--- src/rtl/div_sequencer.sv ---
// Multi-cycle radix-2 restoring DIV/DIVU engine with its controlling FSM.
// Stalls IF..EX while iterating and returns {remainder, quotient} for the HI/LO write.
module div_sequencer #(
  parameter int DATA_W = 32
) (
  input  logic                clk,
  input  logic                rst,
  input  logic                start,
  input  logic                signed_div,
  input  logic [DATA_W-1:0]   opa,
  input  logic [DATA_W-1:0]   opb,
  input  logic                annul,
  output logic                stall_req,
  output logic                ready,
  output logic [2*DATA_W-1:0] result
);

  localparam int CNT_W = $clog2(DATA_W);
  localparam logic [CNT_W-1:0] LAST = CNT_W'(DATA_W - 1);

  typedef enum logic [1:0] {IDLE, DZERO, RUN, DONE} state_t;

  state_t              state_q, state_d;
  logic [CNT_W-1:0]    cnt_q, cnt_d;
  logic [DATA_W-1:0]   rem_q, rem_d;
  logic [DATA_W-1:0]   quo_q, quo_d;
  logic [DATA_W-1:0]   dvs_q, dvs_d;
  logic                qneg_q, qneg_d;
  logic                rneg_q, rneg_d;
  logic [2*DATA_W-1:0] result_q, result_d;
  logic                ready_q, ready_d;

  logic                a_neg, b_neg;
  logic [DATA_W-1:0]   abs_a, abs_b;
  logic [DATA_W:0]     shifted, trial;
  logic [DATA_W-1:0]   rem_nx, quo_nx, q_fix, r_fix;

  always_comb begin
    a_neg   = signed_div & opa[DATA_W-1];
    b_neg   = signed_div & opb[DATA_W-1];
    abs_a   = a_neg ? -opa : opa;
    abs_b   = b_neg ? -opb : opb;
    // quo_q doubles as the dividend shift register: its MSB feeds the partial remainder
    shifted = {rem_q, quo_q[DATA_W-1]};
    trial   = shifted - {1'b0, dvs_q};
    rem_nx  = trial[DATA_W] ? shifted[DATA_W-1:0] : trial[DATA_W-1:0];
    quo_nx  = {quo_q[DATA_W-2:0], ~trial[DATA_W]};
    q_fix   = qneg_q ? -quo_nx : quo_nx;
    r_fix   = rneg_q ? -rem_nx : rem_nx;
  end

  always_comb begin
    // NOTE: every _d takes its _q value first, so no path through the case infers a latch.
    state_d  = state_q;
    cnt_d    = cnt_q;
    rem_d    = rem_q;
    quo_d    = quo_q;
    dvs_d    = dvs_q;
    qneg_d   = qneg_q;
    rneg_d   = rneg_q;
    result_d = result_q;
    ready_d  = 1'b0;
    unique case (state_q)
      IDLE: begin
        if (start && !annul) begin
          cnt_d  = '0;
          rem_d  = '0;
          dvs_d  = abs_b;
          qneg_d = a_neg ^ b_neg;
          rneg_d = a_neg;
          if (opb == '0) begin
            quo_d   = opa;
            state_d = DZERO;
          end else begin
            quo_d   = abs_a;
            state_d = RUN;
          end
        end
      end
      DZERO: begin
        if (annul) begin
          state_d = IDLE;
        end else begin
          result_d = {quo_q, {DATA_W{1'b1}}};
          ready_d  = 1'b1;
          state_d  = DONE;
        end
      end
      RUN: begin
        if (annul) begin
          state_d = IDLE;
        end else begin
          rem_d = rem_nx;
          quo_d = quo_nx;
          cnt_d = cnt_q + 1'b1;
          if (cnt_q == LAST) begin
            result_d = {r_fix, q_fix};
            ready_d  = 1'b1;
            state_d  = DONE;
          end
        end
      end
      DONE: state_d = IDLE;
      default: state_d = IDLE;
    endcase
  end

  always_ff @(posedge clk) begin
    // NOTE: non-blocking assignments so every flop samples pre-edge values, whatever the order.
    if (rst) begin
      state_q  <= IDLE;
      cnt_q    <= '0;
      rem_q    <= '0;
      quo_q    <= '0;
      dvs_q    <= '0;
      qneg_q   <= 1'b0;
      rneg_q   <= 1'b0;
      result_q <= '0;
      ready_q  <= 1'b0;
    end else begin
      state_q  <= state_d;
      cnt_q    <= cnt_d;
      rem_q    <= rem_d;
      quo_q    <= quo_d;
      dvs_q    <= dvs_d;
      qneg_q   <= qneg_d;
      rneg_q   <= rneg_d;
      result_q <= result_d;
      ready_q  <= ready_d;
    end
  end

  assign stall_req = ((state_q == IDLE) && start && !annul) ||
                     (state_q == DZERO) || (state_q == RUN);
  assign ready     = ready_q;
  assign result    = result_q;

endmodule

--- config.mk ---
export PLATFORM = sky130hd
export DESIGN_NAME = div_sequencer
export DESIGN_NICKNAME = d
export VERILOG_FILES = /design/src/rtl/div_sequencer.sv
export SDC_FILE = /design/constraint.sdc
export NUM_CORES = 1
export LEC_CHECK = 0
export BUFFER_PORTS_ARGS = -buffer_cell sky130_fd_sc_hd__buf_2
export CAP_MARGIN = 10
export CORE_MARGIN = 2
export CORE_UTILIZATION = 25
export CTS_CLUSTER_DIAMETER = 40
export CTS_CLUSTER_SIZE = 24
export DETAILED_ROUTE_END_ITERATION = 8
export PLACE_DENSITY = 0.46
export SLEW_MARGIN = 20
export SYNTH_ARGS = -nofsm -noshare
export SYNTH_HDL_FRONTEND = slang
export SYNTH_SLANG_ARGS = --single-unit
export TNS_END_PERCENT = 30
--- constraint.sdc ---
create_clock -name clk -period 7.8 [get_ports clk]
set_clock_uncertainty 0.2 [all_clocks]
set_input_delay 1.95 -clock clk [delete_from_list [all_inputs] [get_ports clk]]
set_output_delay 1.95 -clock clk [all_outputs]
set_load 0.005 [all_outputs]
---- Yosys cells after proc, flatten, opt, wreduce, memory -nomap -nowiden ----
Index checks and enable logic that the tools add are counted.
storage, ports and cells
  input port bits ......................... 69
  output and inout port bits .............. 66
  flip-flop bits (word level) ............. 170
cells by class
  multiplexer cells ....................... 29
  add/subtract/negate cells ............... 6
  bitwise operators ....................... 4
  reduce and logical (&&, ||, !) cells .... 14
  equal/unequal tests ..................... 9
operator list
  operator             count
  $mux 32              10
  $mux 64              3
  $neg 32->32          4
  $pmux 32 s2          2
  $pmux 64 s2          1
  $sub 33x32->33       1
  $logic_not 32->1     1
  $mux 2               5
  $mux 5               2
  $pmux 5 s2           1
  $ne 2x2->1 const B   4
  $pmux 2 s4           1
  $add 5x1->5 const B  1
  $eq 5x5->1 const B   1
  $eq 2x2->1 const B   2
  $reduce_and 2->1     2
  $reduce_and 4->1     1
  $reduce_bool 2->1    2
  $logic_and 1x1->1    3
  $mux 1               3
  $ne 3x3->1 const B   1
  $reduce_and 3->1     1
  $and 1x1->1          2
  $eq 2x1->1 const B   1
  6 further kinds      7

---- Longest topological paths before layout ----
  depth after elaboration ................. 7
  gate-level depth with buffers ........... 25
  gate-level depth less buffers ........... 22

---- Least setup slack after synthesis ----
OpenSTA, ideal clock, no wires.
  path kind ............................... register -> register
  from .................................... register quo_q[31]
  to ...................................... register result_q[58], in the netlist result[58]
  clock period less this slack ............ 5.369 ns
  setup time .............................. 0.103 ns
  data arrival time ....................... 5.065 ns
  setup slack ............................. 2.431 ns
  cell stages (with the launch flop) ...... 25
  cells stage by stage .................... dfxtp_1 -> inv_1 -> ha_1 -> inv_1 -> fa_1 -> a211oi_4 -> o211ai_1 -> a21oi_2 -> a2111oi_4 -> nor3_2 -> nor2_8 -> inv_2 -> buf_2 -> buf_2 -> buf_2 -> nor2_1 -> a21oi_1 -> ha_1 -> inv_1 -> or4_1 -> a21oi_1 -> a41oi_4 -> o41ai_2 -> xnor2_1 -> a2111oi_2
between the ends
  word-level cells in the longest chain between the ends .. 7
ends and longest elaborated chain
  what                      line  text
  start: declaration        26    logic [DATA_W-1:0] quo_q, quo_d;
  start signal: assignment  124   quo_q <= quo_d;
  $sub 33x32->33            45    trial = shifted - {1'b0, dvs_q};
  $mux 32 *                 46    rem_nx = trial[DATA_W] ? shifted[DATA_W-1:0] : trial[DATA_W-1:0];
  $neg 32->32               49    r_fix = rneg_q ? -rem_nx : rem_nx;
  $mux 32 *                 49
  $mux 64 *                 96    if (cnt_q == LAST) begin
  $mux 64 *                 90    if (annul) begin
  $pmux 64 s2 *             63    unique case (state_q)
  end signal: assignment    128   result_q <= result_d;
  end: declaration          30    logic [2*DATA_W-1:0] result_q, result_d;
Every way passes the cells marked *; elsewhere a longest branch is shown, timed or not. The select of a mux whose other input is x is not followed.
A chain may end at the register's enable or synchronous reset.

---- Worst setup path in the final report ----
  from .................................... register quo_q[31]
  to ...................................... register result_q[62], in the netlist result[62]
The elaborated chain is that of the path after synthesis.

==> out/qor.yml <==
route:
  avgViaCountPerCell: 5.24
  drtPass1Iterations: 5
  avgRoutedWirePerCell_um: 19.3
  drt_iter0_drc: 1029
  drc: 0
  drtAntennaViolNets: 0
  via_count: 12400
  wirelength_um: 45700
pwr:
  leakage_nw: 5.42
  max-vdd-ir-drop_mv: 0.217
  p_per_area_nw_per_um2: 296
critical_path:
  start_kind: "flip-flop"
  cp_max_fo: 46
  cp-end-kind: "flip-flop"
  worstPathArrival_ps: 6270
  rr_startpoint: "quo_q[31]"
  worstPathRequired_ps: 7980
  crit_start: "quo_q[31]"
  crit_type: "reg2reg"
final_layout:
  drive_above_1_share_pct: 13.0
  syn2layout_area_growth_pct: 14.4
  fillers: 5356
  nets: 1801
  antennaDiodeCount: 0
cts:
  clock_path_buffers: 2
  clock_sinks: 170
  h-tree-depth: 4
  cts_root_buf: "clkbuf_16"
  cts_resized: 0
  numCtsBuffers: 17
  clock_latency_ps: 460
  cts_setup_buffers: 0
  path_clk_slew_ps: 80
  cts.hold.buffers_added: 0
  tritoncts: "built"
die:
  die_w_um: 226
  num_io_pins: 135
  rows: 81
  die_area_um2: 51000
  start_util_pct: 25.2
  core_area_um2: 48700
  die_h_um: 226
global_routing:
  grt_pass1_vias: 11600
  grt_pass1_wl_um: 69700
  antenna_found_initial: 0
  track_usage_pct: 17.6
  overflow: 0
  grt_max_degree: 78
logic_synthesis:
  synth_edf_count: 0
  ys_seq_elements: 170
  syn_area_um2: 12300
  yosysUniqueCellTypes: 87
  async_reset_ff_share_pct: 0
  synth-main-ff-cell: "dfxtp_1"
  yosysSeqAreaShare_pct: 27.7
  yosysWarnings: 0
  synth.avg_cell_area_um2: 7.50
  syn_inst: 1639
  syn_nets: 1750
flow_run:
  drv_cap: 0
sta:
  period_minus_slack_ps: 6090
  timing.setup.tns_ps: 0
  timing.fmax_ghz: 0.164
  hold_ws_ps: 250
  worstMarginPinSlew_ps: 892
  rsz0062_at_grt: "false"
  timing.final.hold_violations: 0
  setup_viol: 0
  relSlewSlack_pct: 40.6
  slew_viol_final: 0
  fin_crit_sh_pct: 78.1
placement:
  dpl.hpwl_um: 34400
  place.port_buffers: 134
  gp_congestion: 0.843
min_path:
  hp-start: "dvs_q[31]"
  hold_path.class: "reg2reg"
status:
  outcome: "complete, no violations"
synth_stat cells (16+ instances only):
cell type  instances  area, µm²
mux2i_1           33        330
nor3_1            49        245
dfxtp_1          170       3400
inv_1             57        214
o31ai_1           24        180
xnor2_1           55        482
nand2_1          146        548
or3_1             25        156
a31oi_1           62        388
or4_1             16        120
a211oi_1          50        375
clkbuf_1          94        353
a21o_1            18        135
ha_1              41        513
and3_1            19        119
o21ai_0           98        490
nor2_1           187        702
a21oi_1          129        646
nand3_1           42        210
xor2_1            78        683
report_power, final:
part / leakage, nW / total [mW] / switching, mW / internal, mW
logic: 3.76 / 2.16 / 1.44 / 0.716
registers: 1.38 / 1.13 / 0.138 / 0.994
clock network: 0.287 / 0.879 / 0.442 / 0.437
total: 5.42 / 4.17 / 2.02 / 2.15
cells in the final DEF (no fill, tap or decap), types with 17 or more instances in the layout:
master | Yosys | layout
nor2_1 | 187 | 184
dfxtp_1 | 170 | 169
nand2_1 | 146 | 146
buf_2 | 14 | 133
a21oi_1 | 129 | 128
o21ai_0 | 98 | 98
xor2_1 | 78 | 78
a31oi_1 | 62 | 62
inv_1 | 57 | 57
xnor2_1 | 55 | 55
a211oi_1 | 50 | 50
nor3_1 | 49 | 49
nand3_1 | 42 | 42
ha_1 | 41 | 40
mux2i_1 | 33 | 33
or3_1 | 25 | 25
o31ai_1 | 24 | 24
and3_1 | 19 | 19
a21o_1 | 18 | 17
clkbuf_16 | 0 | 17
routing by layer:
layer  share of wire [%]  track usage, %
met1                  49            25.1
met2                  45            27.7
met3                 3.9            2.12
met4                 1.8            5.34
met5                   0               0
critical path: stages (launching register included):
cell,delay [ps]
dfxtp_1,330
inv_1,90
ha_1,210
inv_1,80
fa_1,440
a211oi_4,320
o211ai_1,170
a21oi_2,360
a2111oi_4,140
nor3_2,350
nor2_8,220
inv_2,110
buf_4,400
nor2_1,80
a21oi_1,250
ha_1,280
inv_1,100
or4_1,550
a21oi_1,250
a41oi_4,100
or3_1,420
o31ai_2,210
xnor2_1,100
a211oi_1,230
kinds of logic after synthesis:
group                    synth area share [%]
AND/OR/NAND/NOR                          22.5
multiplexers                             3.14
buffers and inverters                    5.57
adder cells (fa/ha/maj)                  4.33
flip-flops                               27.7
XOR/XNOR                                 9.47
AO/OA/AOI/OAI                            27.3
area by class of cell:
type / count / area [µm²] / area share [%]
Inverter: 58 / 218 / 1.55
Multi-Input combinational cell: 1294 / 8240 / 58.6
Clock inverter: 14 / 151 / 1.08
Clock buffer: 18 / 439 / 3.12
Tap cell: 664 / 831 / 5.90
Timing Repair Buffer: 149 / 786 / 5.58
Sequential cell: 170 / 3400 / 24.2
flip-flops by register name (all words and copies together) (netlist names), 2 cells and up:
| name | flops |
|---|---|
| quo_q | 32 |
| state_q | 2 |
| result | 64 |
| dvs_q | 32 |
| cnt_q | 5 |
| rem_q | 32 |
per-stage QoR:
stage          instances  cell area, µm²  utilization (%)  setup slack [ps]  total power, mW
2_1_floorplan       1639           12300                -              2430             2.62
3_3_place_gp        2335           13500             27.7              1840             3.27
3_5_place_dp        2335           13500             27.7              1710             3.28
4_1_cts             2367           14100             28.9              1730             4.17
5_1_grt             2367           14100             28.9              1290             4.44
6_report            2367           14100             28.9              1710             4.17
path summary, 6_finish.rpt:
kind	to	slack (ps)	depth (start not counted)
worst min-delay path	dvs_q[31]	250	2
worst min register to register	dvs_q[31]	250	2
worst max register to register	result[62]	1710	23
worst max-delay path	result[62]	1710	23
No activity file was read; power rests on OpenSTA's default activity.
